===== config.mk =====
export PLATFORM = sky130hd
export DESIGN_NAME = xgmii_pkt_gen
export DESIGN_NICKNAME = d
export VERILOG_FILES = /design/src/rtl/xgmii_pkt_gen_pkg.sv /design/src/rtl/xgmii_pkt_gen_crc32_d32.sv /design/src/rtl/xgmii_pkt_gen.sv
export SDC_FILE = /design/constraint.sdc
export NUM_CORES = 1
export LEC_CHECK = 0
export BUFFER_PORTS_ARGS = -buffer_cell sky130_fd_sc_hd__buf_2
export CAP_MARGIN = 20
export CELL_PAD_IN_SITES_DETAIL_PLACEMENT = 2
export CELL_PAD_IN_SITES_GLOBAL_PLACEMENT = 2
export CORE_AREA = 2 2 142 144
export CTS_CLUSTER_SIZE = 25
export DETAILED_ROUTE_END_ITERATION = 7
export DIE_AREA = 0 0 144 146
export PLACE_DENSITY = 0.82
export SETUP_SLACK_MARGIN = 0.15
export SYNTH_ARGS = -nofsm -noshare
export SYNTH_HDL_FRONTEND = slang
export SYNTH_HIERARCHICAL = 1
export SYNTH_SLANG_ARGS = --single-unit

===== constraint.sdc =====
create_clock -name I_312m5_clk -period 5.31 [get_ports I_312m5_clk]
set_input_delay 0.7965 -clock I_312m5_clk [delete_from_list [all_inputs] [get_ports I_312m5_clk]]
set_output_delay 0.7965 -clock I_312m5_clk [all_outputs]
set_load 0.01 [all_outputs]

===== src/rtl/xgmii_pkt_gen_pkg.sv =====
// Shared constants, state encoding and helpers for the XGMII frame generator.
// Compile with XGMII_PKT_GEN_CRC_EN defined to put a real CRC-32 in the FCS word.
package xgmii_pkt_gen_pkg;

    // XGMII control/data words in lane order {lane3, lane2, lane1, lane0}
    localparam logic [31:0] XGMII_IDLE_D  = 32'h0707_0707;
    localparam logic [31:0] XGMII_START_D = 32'hfb55_5555;
    localparam logic [31:0] XGMII_SFD_D   = 32'h5555_55d5;
    localparam logic [31:0] XGMII_TERM_D  = 32'hfd07_0707;

    localparam logic [3:0]  XGMII_IDLE_C  = 4'hf;
    localparam logic [3:0]  XGMII_START_C = 4'h8;
    localparam logic [3:0]  XGMII_SFD_C   = 4'h0;
    localparam logic [3:0]  XGMII_TERM_C  = 4'hf;
    localparam logic [3:0]  XGMII_DATA_C  = 4'h0;

    // Shortest frame body and gap the generator will ever produce
    localparam int MIN_LEN_WORDS = 15;
    localparam int MIN_IPG_WORDS = 1;

    typedef enum logic [2:0] {
        ST_IDLE,
        ST_PRE0,
        ST_PRE1,
        ST_PAY,
        ST_FCS,
        ST_TERM,
        ST_IPG
    } gen_state_e;

    // Payload word starting at byte value b; bytes wrap modulo 256
    function automatic logic [31:0] pay_word(input logic [7:0] b);
        return {b, b + 8'd1, b + 8'd2, b + 8'd3};
    endfunction

endpackage


===== src/rtl/xgmii_pkt_gen_crc32_d32.sv =====
// IEEE 802.3 CRC-32 (reflected, init all-ones, inverted output), 32 bits per clock.
// Bytes are consumed in wire order: data[31:24] first. Used only when
// XGMII_PKT_GEN_CRC_EN is defined.
module xgmii_crc32_d32 (
    input  logic        clk,
    input  logic        rst_n,
    input  logic        init,
    input  logic        en,
    input  logic [31:0] data,
    output logic [31:0] crc
);

    logic [31:0] crc_q;
    logic [31:0] crc_d;

    // Fold four bytes into the running remainder; init restarts from all-ones
    always_comb begin
        crc_d = init ? 32'hffff_ffff : crc_q;
        for (int k = 3; k >= 0; k--) begin
            crc_d = crc_d ^ {24'd0, data[k*8 +: 8]};
            for (int j = 0; j < 8; j++) begin
                crc_d = crc_d[0] ? ((crc_d >> 1) ^ 32'hedb8_8320) : (crc_d >> 1);
            end
        end
    end

    // Remainder register, advanced on each payload word
    always_ff @(posedge clk or negedge rst_n) begin
        if (!rst_n) begin
            crc_q <= 32'hffff_ffff;
        end else if (en) begin
            crc_q <= crc_d;
        end else if (init) begin
            crc_q <= 32'hffff_ffff;
        end
    end

    assign crc = ~crc_q;

endmodule


===== src/rtl/xgmii_pkt_gen.sv =====
// XGMII 32-bit frame generator: preamble, counting payload, FCS, TERM and a
// programmable idle gap, rotating frames across the enabled ports.
// XGMII_PKT_GEN_CRC_EN selects a real CRC-32 FCS; otherwise the FCS is zero.
module xgmii_pkt_gen
    import xgmii_pkt_gen_pkg::*;
#(
    parameter int PORT_NUM = 4,
    parameter int LEN_W    = 12,
    parameter int IPG_W    = 8,
    parameter int CNT_W    = 32
) (
    input  logic                        I_312m5_clk,
    input  logic                        I_rst_n,
    input  logic                        I_start,
    input  logic                        I_stop,
    input  logic [CNT_W-1:0]            I_frame_num,
    input  logic [LEN_W-1:0]            I_len_words,
    input  logic [IPG_W-1:0]            I_ipg_words,
    input  logic [PORT_NUM-1:0]         I_port_mask,
    output logic [31:0]                 O_xgmii_txd,
    output logic [3:0]                  O_xgmii_txc,
    output logic [$clog2(PORT_NUM)-1:0] O_xgmii_txport_num,
    output logic                        O_busy,
    output logic [CNT_W-1:0]            O_frame_cnt
);

    localparam int PW = $clog2(PORT_NUM);

    gen_state_e          state_q;
    logic [31:0]         txd_q;
    logic [3:0]          txc_q;
    logic [PW-1:0]       port_q;
    logic                busy_q;
    logic [CNT_W-1:0]    frame_cnt_q;
    logic [CNT_W-1:0]    frame_num_q;
    logic [LEN_W-1:0]    len_q;
    logic [LEN_W-1:0]    pay_cnt_q;
    logic [IPG_W-1:0]    ipg_q;
    logic [IPG_W-1:0]    ipg_cnt_q;
    logic [PORT_NUM-1:0] mask_q;
    logic [7:0]          byte_q;
    logic                stop_pend_q;

    logic [LEN_W-1:0]    len_clamp_d;
    logic [IPG_W-1:0]    ipg_clamp_d;
    logic [PW-1:0]       first_port_d;
    logic [PW-1:0]       next_port_d;
    logic [31:0]         pay_word_d;
    logic [31:0]         fcs_d;
    logic                done_d;
    logic                stop_now_d;

    assign len_clamp_d = (I_len_words < LEN_W'(MIN_LEN_WORDS)) ? LEN_W'(MIN_LEN_WORDS) : I_len_words;
    assign ipg_clamp_d = (I_ipg_words < IPG_W'(MIN_IPG_WORDS)) ? IPG_W'(MIN_IPG_WORDS) : I_ipg_words;
    assign pay_word_d  = pay_word(byte_q);
    assign done_d      = (frame_num_q != '0) && (frame_cnt_q == frame_num_q);
    assign stop_now_d  = stop_pend_q | I_stop;

    // Lowest set bit of the incoming mask picks the first frame's port
    always_comb begin
        first_port_d = '0;
        for (int i = PORT_NUM - 1; i >= 0; i--) begin
            if (I_port_mask[i]) begin
                first_port_d = PW'(i);
            end
        end
    end

    // Next enabled port above the current one, wrapping; smallest offset wins
    always_comb begin
        next_port_d = port_q;
        for (int i = PORT_NUM; i >= 1; i--) begin
            if (mask_q[(int'(port_q) + i) % PORT_NUM]) begin
                next_port_d = PW'((int'(port_q) + i) % PORT_NUM);
            end
        end
    end

`ifdef XGMII_PKT_GEN_CRC_EN
    logic        crc_en;
    logic [31:0] crc_w;

    assign crc_en = (state_q == ST_PRE1) || ((state_q == ST_PAY) && (pay_cnt_q != len_q));

    xgmii_crc32_d32 u_crc (
        .clk   (I_312m5_clk),
        .rst_n (I_rst_n),
        .init  (state_q == ST_PRE1),
        .en    (crc_en),
        .data  (pay_word_d),
        .crc   (crc_w)
    );

    assign fcs_d = crc_w;
`else
    assign fcs_d = 32'h0000_0000;
`endif

    // Frame sequencer; every output is loaded here so it is registered
    always_ff @(posedge I_312m5_clk or negedge I_rst_n) begin
        if (!I_rst_n) begin
            state_q     <= ST_IDLE;
            txd_q       <= XGMII_IDLE_D;
            txc_q       <= XGMII_IDLE_C;
            port_q      <= '0;
            busy_q      <= 1'b0;
            frame_cnt_q <= '0;
            frame_num_q <= '0;
            len_q       <= LEN_W'(MIN_LEN_WORDS);
            pay_cnt_q   <= '0;
            ipg_q       <= IPG_W'(MIN_IPG_WORDS);
            ipg_cnt_q   <= '0;
            mask_q      <= '0;
            byte_q      <= '0;
            stop_pend_q <= 1'b0;
        end else begin
            if ((state_q != ST_IDLE) && I_stop) begin
                stop_pend_q <= 1'b1;
            end
            case (state_q)
                ST_IDLE: begin
                    txd_q <= XGMII_IDLE_D;
                    txc_q <= XGMII_IDLE_C;
                    if (I_start && (I_port_mask != '0)) begin
                        state_q     <= ST_PRE0;
                        txd_q       <= XGMII_START_D;
                        txc_q       <= XGMII_START_C;
                        port_q      <= first_port_d;
                        busy_q      <= 1'b1;
                        frame_cnt_q <= '0;
                        frame_num_q <= I_frame_num;
                        len_q       <= len_clamp_d;
                        ipg_q       <= ipg_clamp_d;
                        mask_q      <= I_port_mask;
                        stop_pend_q <= 1'b0;
                    end
                end
                ST_PRE0: begin
                    state_q   <= ST_PRE1;
                    txd_q     <= XGMII_SFD_D;
                    txc_q     <= XGMII_SFD_C;
                    pay_cnt_q <= '0;
                    byte_q    <= '0;
                end
                ST_PRE1: begin
                    state_q   <= ST_PAY;
                    txd_q     <= pay_word_d;
                    txc_q     <= XGMII_DATA_C;
                    byte_q    <= byte_q + 8'd4;
                    pay_cnt_q <= pay_cnt_q + LEN_W'(1);
                end
                ST_PAY: begin
                    txc_q <= XGMII_DATA_C;
                    if (pay_cnt_q == len_q) begin
                        state_q <= ST_FCS;
                        txd_q   <= fcs_d;
                    end else begin
                        txd_q     <= pay_word_d;
                        byte_q    <= byte_q + 8'd4;
                        pay_cnt_q <= pay_cnt_q + LEN_W'(1);
                    end
                end
                ST_FCS: begin
                    state_q     <= ST_TERM;
                    txd_q       <= XGMII_TERM_D;
                    txc_q       <= XGMII_TERM_C;
                    frame_cnt_q <= frame_cnt_q + CNT_W'(1);
                end
                ST_TERM: begin
                    state_q   <= ST_IPG;
                    txd_q     <= XGMII_IDLE_D;
                    txc_q     <= XGMII_IDLE_C;
                    ipg_cnt_q <= IPG_W'(1);
                end
                ST_IPG: begin
                    txd_q <= XGMII_IDLE_D;
                    txc_q <= XGMII_IDLE_C;
                    if (ipg_cnt_q == ipg_q) begin
                        if (done_d || stop_now_d) begin
                            state_q <= ST_IDLE;
                            busy_q  <= 1'b0;
                        end else begin
                            state_q <= ST_PRE0;
                            txd_q   <= XGMII_START_D;
                            txc_q   <= XGMII_START_C;
                            port_q  <= next_port_d;
                        end
                    end else begin
                        ipg_cnt_q <= ipg_cnt_q + IPG_W'(1);
                    end
                end
                default: begin
                    state_q <= ST_IDLE;
                    busy_q  <= 1'b0;
                    txd_q   <= XGMII_IDLE_D;
                    txc_q   <= XGMII_IDLE_C;
                end
            endcase
        end
    end

    assign O_xgmii_txd        = txd_q;
    assign O_xgmii_txc        = txc_q;
    assign O_xgmii_txport_num = port_q;
    assign O_busy             = busy_q;
    assign O_frame_cnt        = frame_cnt_q;

endmodule


Word level (Yosys, flattened, before mapping)
Index checks and enable logic that the tools add are counted.
{"block": "op_classes", "bitwise": 6, "eq_ne": 17, "n_reduce_logical": 25, "muxes": 55, "n_lt_le_gt_ge": 6, "addsub": 11}
{"op": "32-bit case mux with 6 select lines", "n": 1}
{"op": "32-bit 2-to-1 mux", "n": 5}
{"op": "32-bit case mux with 2 select lines", "n": 1}
{"op": "12-bit case mux with 3 select lines", "n": 1}
{"op": "32-bit by 1-bit adder with 32-bit output (second input constant)", "n": 1}
{"op": "32-bit == test", "n": 1}
{"op": "32-bit nonzero test", "n": 1}
{"op": "12-bit 2-to-1 mux", "n": 2}
{"op": "8-bit 2-to-1 mux", "n": 3}
{"op": "8-bit case mux with 3 select lines", "n": 1}
{"op": "2-bit 2-to-1 mux", "n": 11}
{"op": "3-bit case mux with 7 select lines", "n": 1}
{"op": "3-bit 2-to-1 mux", "n": 6}
{"op": "8-bit by 1-bit adder with 8-bit output (second input constant)", "n": 2}
{"op": "8-bit by 2-bit adder with 8-bit output (second input constant)", "n": 2}
{"op": "3-bit by 4-bit less-than comparator with 1-bit output (second input constant)", "n": 4}
{"op": "8-bit case mux with 2 select lines", "n": 1}
{"op": "1-bit 2-to-1 mux", "n": 15}
{"op": "2-bit inequality test (second input constant)", "n": 7}
{"op": "12-bit by 1-bit adder with 12-bit output (second input constant)", "n": 1}
{"op": "12-bit == test", "n": 1}
{"op": "12-bit by 4-bit less-than comparator with 1-bit output (second input constant)", "n": 1}
{"op": "4-bit case mux with 3 select lines", "n": 1}
{"op": "3-bit == test (second input constant)", "n": 3}
{"op": "27 further kinds", "n": 47}
{"block": "word_totals", "wordCells": 134, "regBits": 159, "out_inout_bits": 71, "inputBits": 60}

Depth between registers and ports, before layout
{"block": "depth", "word_depth": 13, "mapped_depth": 9, "ltp_nobuf": 8}

Worst setup path after synthesis
Ideal clock, no wire load.
{"block": "synth_path", "path_kind": "input to register", "startpoint": "input I_port_mask[0]", "endpoint": "register frame_cnt_q[29] (netlist: O_frame_cnt[29])", "setup_slack_ns": 2.954, "path_stages": 6, "setup_time_ns": 0.096, "required_ns": 5.214, "path_buffers": 2, "t_arrival_ns": 2.260, "path_cell_list": "o41ai_1 -> or2_2 -> clkbuf_1 -> clkbuf_1 -> o211ai_1 -> o31ai_1"}
{"block": "synth_between", "elab_chain_len": 4}
{"element": "start: declaration", "line_no": "xgmii_pkt_gen.sv:19", "rtl": "input logic [PORT_NUM-1:0] I_port_mask,"}
{"element": "4-bit nonzero test", "line_no": "xgmii_pkt_gen.sv:124", "rtl": "if (I_start && (I_port_mask != '0)) begin"}
{"element": "1-bit logical AND", "line_no": "xgmii_pkt_gen.sv:124"}
{"element": "2-bit inequality test (no source line)"}
{"element": "2-bit AND reduction (no source line)"}
{"element": "end signal: assignment", "line_no": "xgmii_pkt_gen.sv:167", "rtl": "frame_cnt_q <= frame_cnt_q + CNT_W'(1);"}
{"element": "end: declaration", "line_no": "xgmii_pkt_gen.sv:34", "rtl": "logic [CNT_W-1:0] frame_cnt_q;"}
Every way passes these cells.
A chain may end at the register's enable or synchronous reset.

Worst setup path in the final report
{"block": "layout_path", "startpoint": "input I_port_mask[0]", "endpoint": "register frame_cnt_q[14] (netlist: O_frame_cnt[14])"}
Same word-level chain as after synthesis.

==> reports/results.txt <==
Synth top area share - 0.4651
Final HPWL DP - 15.47 mm
root buffer cell - clkbuf_16
vias in the first global route - 6,518
met2 wire length - 11.50 mm
Worst EP arrival - 3.29 ns
largest net degree at the start of global routing - 110
Crit Reg-Reg Startpoint - pay_cnt_q[3]
wire per inst - 19.36 µm
CTS Buffer Depth - 2
Final ANT Viol Nets - 0
Worst Setup Path Type - input pin to flip-flop
final hold violations - 0
sequential fraction of the synthesis area - 0.5210
Post-Synthesis Mean Instance Area - 9.323 µm²
first-pass GRT wire length - 35.91 mm
commonest cells in the netlist - nand2_1 (212), dfrtp_1 (131), xor2_1 (59), nor2_1 (43), o21ai_0 (33)
via count - 5,928
Fin Hold WS - 0.2180 ns
Final Critical Period - 2.971 ns
Register-to-Register Setup Slack - 2.53 ns
core area - 19,330 µm²
setup TNS - 0 ns
post-CTS setup buffer count - 0
CP required - 5.63 ns
Finished Core Util - 0.4377
Final setup viols - 0
Clock Skews - 0.009895 ns
row cnt - 51
die height - 146 µm
Startpoint Class - input pin
status - completed
# diodes - 0
CTS tree - yes
hold buffer count at cts - 0
IO buf count - 130
Netlist cell types - 59
worst hold path class - input pin to async pin
Mapped Area - 7048 µm²
fmax - 0.3366 GHz
final WL - 22.16 mm
metal3 WL - 733 µm
Worst-path clk slew - 0.06 ns
Final Max Slew Viols - 0
Yosys reg bits - 146
initial antenna violation count - 0
I/O pin cnt - 131
syn_nets - 820
reg2reg end - pay_cnt_q[11]
Least-Margin Pin Slew - 0.9801 ns
vias per cell - 5.177
H-tree depth - 4
Syn. warnings - 6
DIE WIDTH - 144 µm
Critical Path Fanout Max - 39
Final #Nets - 931
Placed Instances - 1,112
count leader, synth - nand2_1
cells after synthesis - 756
Slew HR - 0.3381
Initial Utilization - 0.3645
pwr dens - 582.1 nW/µm²
non-filler cells, final - 1,145
fin crit share - 0.5595
max-cap viol count - 0
leakage - 4.149 nW
initial drt markers - 248
DR top layer - met4
clk sinks - 146
share of cells above drive strength 1 - 0.2250
RSZ-0062 raised after global routing - false
gr ovfl total - 0
post-synth top area cell - dfrtp_1
P&R area growth vs syn - 20.06%
wl on met1 - 9.626 mm
synth top area cells - dfrtp_1 (47%), nand2_1 (11%), xor2_1 (7.3%), dfstp_2 (5.6%), o21ai_0 (2.3%)
EDFF count, synth - 0
die area - 21,020 µm²
DRC violations left - 0
overall routing resource usage - 0.2208
Peak supply drop - 0.2322 mV
Skew-Pair Late Insertion Delay - 0.43 ns
post-CTS sizing - 0
asr flop ratio synth - 1.000
top_reg_cell synth - dfrtp_1
number of buffers created by CTS - 17
Detailed Routing Iterations Pass 1 - 5
FF-to-FF path depth - 7
Placer Congestion - 0.7836
critical path capture point type - flip-flop
## worst max path at each step
stage | from | depth (start not counted) | slack [ns] | endpoint
3_5_place_dp | I_port_mask[0] | 6 | 1.91 | O_frame_cnt[5]
6_report | I_port_mask[0] | 6 | 2.34 | O_frame_cnt[14]
2_1_floorplan | I_port_mask[0] | 6 | 2.95 | O_frame_cnt[29]
4_1_cts | I_port_mask[0] | 6 | 2.28 | O_frame_cnt[14]
5_1_grt | I_port_mask[0] | 6 | 2.16 | O_frame_cnt[14]
3_3_place_gp | I_port_mask[0] | 6 | 1.99 | O_frame_cnt[5]
## worst max-delay path, cell delays in order
cell and delay, ns:
buf_2 0.12, o41ai_1 0.90, or2_2 0.73, buf_4 0.40
nand3_1 0.15, o21ai_0 0.16
## kinds of logic (layout without fill, tap and decap cells)
| group | Yosys count | count (layout) | share of synthesized area |
|---|---|---|---|
| buf+inv | 59 | 183 | 0.04012 |
| compound gates | 94 | 94 | 0.08610 |
| fa+ha+maj | 4 | 4 | 0.007101 |
| flops | 146 | 146 | 0.5210 |
| simple gates | 373 | 373 | 0.2430 |
| xor+xnor | 72 | 72 | 0.09054 |
| mux | 8 | 8 | 0.01207 |
## layout by cell type (no fill, tap or decap), types with 5 or more instances in the layout
master and n:
a21oi_1 13, and3_1 11, buf_2 129, buf_4 5, clkbuf_16 17, dfrtp_1 131
dfstp_2 15, inv_1 15, mux2i_1 7, nand2_1 212, nand3_1 25, nand4_1 22
nor2_1 42, nor3_1 9, nor4_1 18, o211ai_1 10, o21ai_0 33, o21ai_1 6
o31ai_1 11, or3_1 6, xnor2_1 12, xor2_1 59
## sequential cells by signal, summed over array words and instances (netlist names)
register,flops
frame_num_q,32
O_busy,1
pay_cnt_q,12
ipg_q,8
len_q,12
O_xgmii_txc,2
ipg_cnt_q,8
byte_q,6
O_xgmii_txport_num,2
stop_pend_q,1
state_q,3
O_frame_cnt,32
mask_q,4
O_xgmii_txd,23
## final cells by class
class                           instances  area (µm²)
Fill cell                            2154       10870
Sequential cell                       146        3672
Multi-Input combinational cell        551        3100
Timing Repair Buffer                  136       721.9
Clock buffer                           19       442.9
Tap cell                              265       331.6
Clock inverter                         13       136.4
Inverter                               15       56.30
## where the power goes
| part | internal (mW) | switching (mW) | leakage (nW) | total (mW) |
|---|---|---|---|---|
| clock network | 0.703 | 0.501 | 0.275 | 1.20 |
| registers | 1.56 | 0.550 | 1.75 | 2.11 |
| logic | 0.655 | 0.957 | 2.12 | 1.61 |
## metrics by stage
stage                     total power [mW]  setup WS (ns)  area, µm²
after global placement               3.592          1.995       7855
after floorplan                      3.037          2.954       7048
final                                4.926          2.339       8462
after detailed placement             3.709          1.914       7855
after CTS                            4.992          2.283       8434
after global routing                 5.279          2.160       8462
## per-layer routing
metal,up-vias,track usage
met5,-,0
met4,0,0.05490
met3,19,0.04442
met2,116,0.3855
met1,3022,0.2787
li1,2771,-
Power figures use the tool's default switching activity.
